==> config.mk <==
export PLATFORM = sky130hd
export DESIGN_NAME = imm_decode_stage
export DESIGN_NICKNAME = d
export VERILOG_FILES = /design/src/rtl/imm_pkg.sv /design/src/rtl/imm_extract.sv /design/src/rtl/imm_decode_stage.sv
export SDC_FILE = /design/constraint.sdc
export NUM_CORES = 1
export LEC_CHECK = 0
export ABC_AREA = 1
export BUFFER_PORTS_ARGS = -buffer_cell sky130_fd_sc_hd__buf_2
export CAP_MARGIN = 40
export CORE_MARGIN = 2
export CORE_UTILIZATION = 45
export CTS_CLUSTER_DIAMETER = 120
export DETAILED_ROUTE_END_ITERATION = 8
export PLACE_DENSITY = 0.82
export SLEW_MARGIN = 20
export SYNTH_ARGS = -nofsm -noshare
export SYNTH_HDL_FRONTEND = slang
export SYNTH_SLANG_ARGS = --single-unit
export TNS_END_PERCENT = 30
==> constraint.sdc <==
create_clock -name clk -period 8 [get_ports clk]
set_input_delay 0.4 -clock clk [delete_from_list [all_inputs] [get_ports clk]]
set_output_delay 0.4 -clock clk [all_outputs]
set_load 0.01 [all_outputs]
==> src/rtl/imm_pkg.sv <==
// Shared immediate-format definitions for the decode slice.
// Format codes and the default datapath width live here.
package imm_pkg;

  localparam int XLEN_DEF = 32;

  typedef enum logic [2:0] {
    IMM_I = 3'd0,
    IMM_S = 3'd1,
    IMM_B = 3'd2,
    IMM_U = 3'd3,
    IMM_J = 3'd4
  } imm_fmt_e;

  // Reserved selects 5-7 fall back to the I format.
  function automatic imm_fmt_e fmt_norm(
    input logic [2:0] sel
  );
    return (sel > 3'd4) ? IMM_I : imm_fmt_e'(sel);
  endfunction

endpackage

==> src/rtl/imm_extract.sv <==
// Combinational immediate extraction and sign extension.
// Every format carries instr[31] in bit 31 before widening.
import imm_pkg::*;

module imm_extract #(
  parameter int XLEN = XLEN_DEF
) (
  input  logic [31:0]     instr,
  input  imm_fmt_e        fmt,
  output logic [XLEN-1:0] imm
);

  logic [31:0] raw;
  logic        unused_opc;

  assign unused_opc = ^instr[6:0];

  always_comb begin
    raw = {{20{instr[31]}}, instr[31:20]};
    case (fmt)
      IMM_S: raw = {{20{instr[31]}},
                    instr[31:25], instr[11:7]};
      IMM_B: raw = {{20{instr[31]}}, instr[7],
                    instr[30:25], instr[11:8],
                    1'b0};
      IMM_U: raw = {instr[31:12], 12'b0};
      IMM_J: raw = {{12{instr[31]}}, instr[19:12],
                    instr[20], instr[30:21], 1'b0};
      default: raw = {{20{instr[31]}},
                      instr[31:20]};
    endcase
  end

  generate
    if (XLEN > 32) begin : g_wide
      assign imm = {{(XLEN-32){raw[31]}}, raw};
    end else begin : g_narrow
      assign imm = raw[XLEN-1:0];
    end
  endgenerate

endmodule

==> src/rtl/imm_decode_stage.sv <==
// Immediate decode stage: 1-cycle latency with a skid slot.
// in_ready is a pure register output, isolated from out_ready.
import imm_pkg::*;

module imm_decode_stage #(
  parameter int XLEN  = XLEN_DEF,
  parameter int TAG_W = 5
) (
  input  logic             clk,
  input  logic             rst,
  input  logic             flush,
  input  logic             in_valid,
  output logic             in_ready,
  input  logic [31:0]      in_instr,
  input  logic [2:0]       in_imm_sel,
  input  logic [TAG_W-1:0] in_tag,
  output logic             out_valid,
  input  logic             out_ready,
  output logic [XLEN-1:0]  out_imm,
  output logic [2:0]       out_fmt,
  output logic [TAG_W-1:0] out_tag
);

  imm_fmt_e         dec_fmt;
  logic [XLEN-1:0]  dec_imm;

  logic             out_vld_q, out_vld_d;
  logic [XLEN-1:0]  out_imm_q, out_imm_d;
  imm_fmt_e         out_fmt_q, out_fmt_d;
  logic [TAG_W-1:0] out_tag_q, out_tag_d;

  logic             skid_vld_q, skid_vld_d;
  logic [XLEN-1:0]  skid_imm_q, skid_imm_d;
  imm_fmt_e         skid_fmt_q, skid_fmt_d;
  logic [TAG_W-1:0] skid_tag_q, skid_tag_d;

  logic             accept;
  logic             out_free;

  assign dec_fmt = fmt_norm(in_imm_sel);

  imm_extract #(
    .XLEN (XLEN)
  ) u_extract (
    .instr (in_instr),
    .fmt   (dec_fmt),
    .imm   (dec_imm)
  );

  assign in_ready  = rst | ~skid_vld_q;
  assign accept    = in_valid & ~skid_vld_q;
  assign out_free  = ~out_vld_q | out_ready;

  assign out_valid = out_vld_q;
  assign out_imm   = out_imm_q;
  assign out_fmt   = out_fmt_q;
  assign out_tag   = out_tag_q;

  always_comb begin
    out_vld_d  = out_vld_q;
    out_imm_d  = out_imm_q;
    out_fmt_d  = out_fmt_q;
    out_tag_d  = out_tag_q;
    skid_vld_d = skid_vld_q;
    skid_imm_d = skid_imm_q;
    skid_fmt_d = skid_fmt_q;
    skid_tag_d = skid_tag_q;
    if (out_free) begin
      if (skid_vld_q) begin
        out_vld_d  = 1'b1;
        out_imm_d  = skid_imm_q;
        out_fmt_d  = skid_fmt_q;
        out_tag_d  = skid_tag_q;
        skid_vld_d = 1'b0;
      end else if (accept) begin
        out_vld_d = 1'b1;
        out_imm_d = dec_imm;
        out_fmt_d = dec_fmt;
        out_tag_d = in_tag;
      end else begin
        out_vld_d = 1'b0;
      end
    end else if (accept) begin
      skid_vld_d = 1'b1;
      skid_imm_d = dec_imm;
      skid_fmt_d = dec_fmt;
      skid_tag_d = in_tag;
    end
    if (flush) begin
      out_vld_d  = 1'b0;
      skid_vld_d = 1'b0;
    end
  end

  always_ff @(posedge clk) begin
    if (rst) begin
      out_vld_q  <= 1'b0;
      skid_vld_q <= 1'b0;
    end else begin
      out_vld_q  <= out_vld_d;
      skid_vld_q <= skid_vld_d;
    end
    out_imm_q  <= out_imm_d;
    out_fmt_q  <= out_fmt_d;
    out_tag_q  <= out_tag_d;
    skid_imm_q <= skid_imm_d;
    skid_fmt_q <= skid_fmt_d;
    skid_tag_q <= skid_tag_d;
  end

endmodule

==> results by group <==
Floorplan
  – Row cnt: 31
  – Die area: 8190 µm²
  – Die Height: 90.5 µm
  – IO Count: 87
  – Die width: 90.5 µm
  – Initial Util: 46.4%
  – Core area: 7250 µm²

Synthesis
  – Netlist cell types: 19
  – Synth top area cells: edfxtp_1 (71%), nand2_1 (16%), inv_1 (2.5%), o21ai_0 (2.4%), nand3_1 (1.8%)
  – Net Count, Synth: 349
  – Sequential-to-total area share from yosys stat: 72.6%
  – Post-synthesis cell count: 304
  – Seq cells post-synth: 82
  – Area share of the largest cell type after synthesis: 71.4%
  – Mean Syn Cell Area: 11.1 µm²
  – Mapped cell area: 3370 µm²
  – Synth area leader: edfxtp_1
  – Syn. warnings: 0

Layout
  – Share of layout cells above drive strength 1: 28.1%
  – Filler cell count: 622
  – Most frequent cells in the layout: nand2_1 (139), edfxtp_1 (80), buf_2 (79)
  – Fin nets: 432
  – Commonest non-fill, non-tap cell in the layout: nand2_1
  – Area Overhead vs Synth: 22.5%
  – Antenna cell count: 0

Drt
  – Met3 wire len: 435 µm
  – WL final: 6660 µm
  – DR vias: 2313
  – Top routing layer used: met4
  – WL met1: 2970 µm
  – Met2 WL post-DR: 3130 µm
  – 1st-iter DRT viols: 130
  – DR vias/cell: 4.71
  – Total iterations of the first detailed-routing run: 4
  – DR DRC count: 0
  – Wire per inst: 13.6 µm
  – Post-route ant nets: 0

Timing
  – Max Freq: 437 MHz
  – Period utilization: 28.6%
  – Setup Skew: 0.00969 ns
  – Final Hold Fails: 0
  – Headroom to the max-slew limit: 46.3%
  – Setup TNS: 0 ns
  – Worst Tran Pin Value: 0.803 ns
  – RSZ-0062 raised after global routing: false
  – # setup viols final: 0
  – Min cycle time layout: 2.29 ns
  – Slew Limit Fails: 0

Clock tree
  – Clock-pin slew on the worst setup and hold paths: 0.08 ns
  – CTS buffer count: 9
  – Post_cts resized: 0
  – CTS tree: yes
  – Worst-Skew Late Latency: 0.35 ns
  – Clock Root Buffer: clkbuf_8
  – CTS HTree Levels: 3
  – Clock sink count: 82
  – Postcts setup bufs: 0
  – CTS Buffer Depth: 2
  – Number of hold buffers added after CTS: 0

Setup path
  – CP top delay family: buffers and inverters
  – Crit end category: output port
  – CP Buf/Inv Count: 4
  – Slowest stage delay, CP: 0.52 ns
  – Worst-case reg-to-reg path depth: 5
  – CP cell instances: buf_12, inv_1, buf_4, or2_2, buf_2
  – Crit Reg-Reg Endpoint: skid_imm_q[23]
  – Max stage delay cell, worst path: dfxtp_2
  – Crit Path Category: flop to output port
  – Crit start category: flop
  – Crit-path max FO: 39
  – Worst r2r src: out_valid
  – Worst R2R Setup Slack: 6.09 ns
  – WP data arrival: 1.89 ns
  – Critical Path RT: 7.60 ns

Global route
  – Pin count of the biggest net entering global routing: 40
  – Vias in the first global route: 2308
  – Antenna violations before repair: 0
  – First-pass GRT wire length: 11100 µm
  – Overflow after GRT: 0
  – GRT Total Usage: 17.6%

Worst hold path
  – Worst hold path class: input pin to flop
  – Hold depth: 1
  – Hold path startpoint: in_tag[4]
  – Worst Hold Path EP: skid_tag_q[4]

Placed design
  – I/O Buffers: 79
  – Routability cong.: 0.759
  – Post-DP HPWL: 4480 µm

Job
  – Max Cap Viol: 0

Power
  – Overall power: 867 µW
  – Leak: 1.80 nW
  – Worst vdd ir: 0.102 mV
  – Cell Pwr Density: 210 nW/µm²

Status
  – Status: finished, final reports clean
==> power by group <==
part	switching, mW	internal, mW
logic	0.0504	0.0304
clock network	0.145	0.142
registers	0.00432	0.496
total	0.199	0.668
==> state kept, by name, indices dropped and copies added, names as in the netlist <==
register and flops:
skid_tag_q 5, out_valid 1, skid_vld_q 1, skid_fmt_q 3
out_tag 5, out_imm 32, skid_imm_q 32, out_fmt 3
==> cell families after synthesis <==
logic type / share of synthesized area [%]
and+or+nand+nor: 19.5
DFF: 72.6
buffers and inverters: 4.28
AOI/OAI and AO/OA: 3.64
==> stage by stage <==
stage                     setup WS (ns)  util, %  hold WS, ns  area [µm²]  instances
after CTS                          5.70     56.7        0.218        4110        490
final                              5.71     56.8        0.233        4120        491
after detailed placement           5.48     54.1        0.507        3930        474
after global routing               5.59     56.8        0.218        4120        491
after floorplan                    5.22        -        0.494        3370        304
after global placement             5.50     53.1        0.502        3850        471
==> how the worst max path moves through the flow <==
stage,start,endpoint,slack [ns],depth (start not counted)
finish,skid_vld_q,in_ready,5.71,5
global route,skid_vld_q,in_ready,5.59,5
CTS,skid_vld_q,in_ready,5.70,5
global placement,in_imm_sel[2],out_imm[29],5.50,7
floorplan,skid_vld_q,skid_fmt_q[0],5.22,3
detailed placement,in_imm_sel[2],out_imm[30],5.48,7
==> synthesized netlist by cell type <==
cell type	count
nand2_1	139
edfxtp_1	80
inv_1	22
o21ai_0	16
nand3_1	12
nor2_1	9
clkbuf_1	7
o21ai_2	4
nand2_2	3
buf_1	2
dfxtp_1	2
buf_2	1
buf_4	1
buf_6	1
inv_2	1
nand3_2	1
nand4_1	1
o31ai_1	1
or2_2	1
==> layer usage <==
layer / GRT usage (%) / vias to the layer above
met5: 0 / -
met4: 7.44 / 0
met3: 5.43 / 10
met2: 26.5 / 77
met1: 23.8 / 1052
li1: - / 1174
==> cell type report <==
type | instances | area (µm²) | share of cell area, %
inverter | 23 | 86.3 | 2.09
multi-input combinational | 187 | 795 | 19.3
clock buffer | 10 | 128 | 3.10
tap | 99 | 124 | 3.00
timing repair buffer | 84 | 489 | 11.9
sequential | 82 | 2440 | 59.3
clock inverter | 6 | 57.6 | 1.40
No activity file was read; power rests on OpenSTA's default activity.
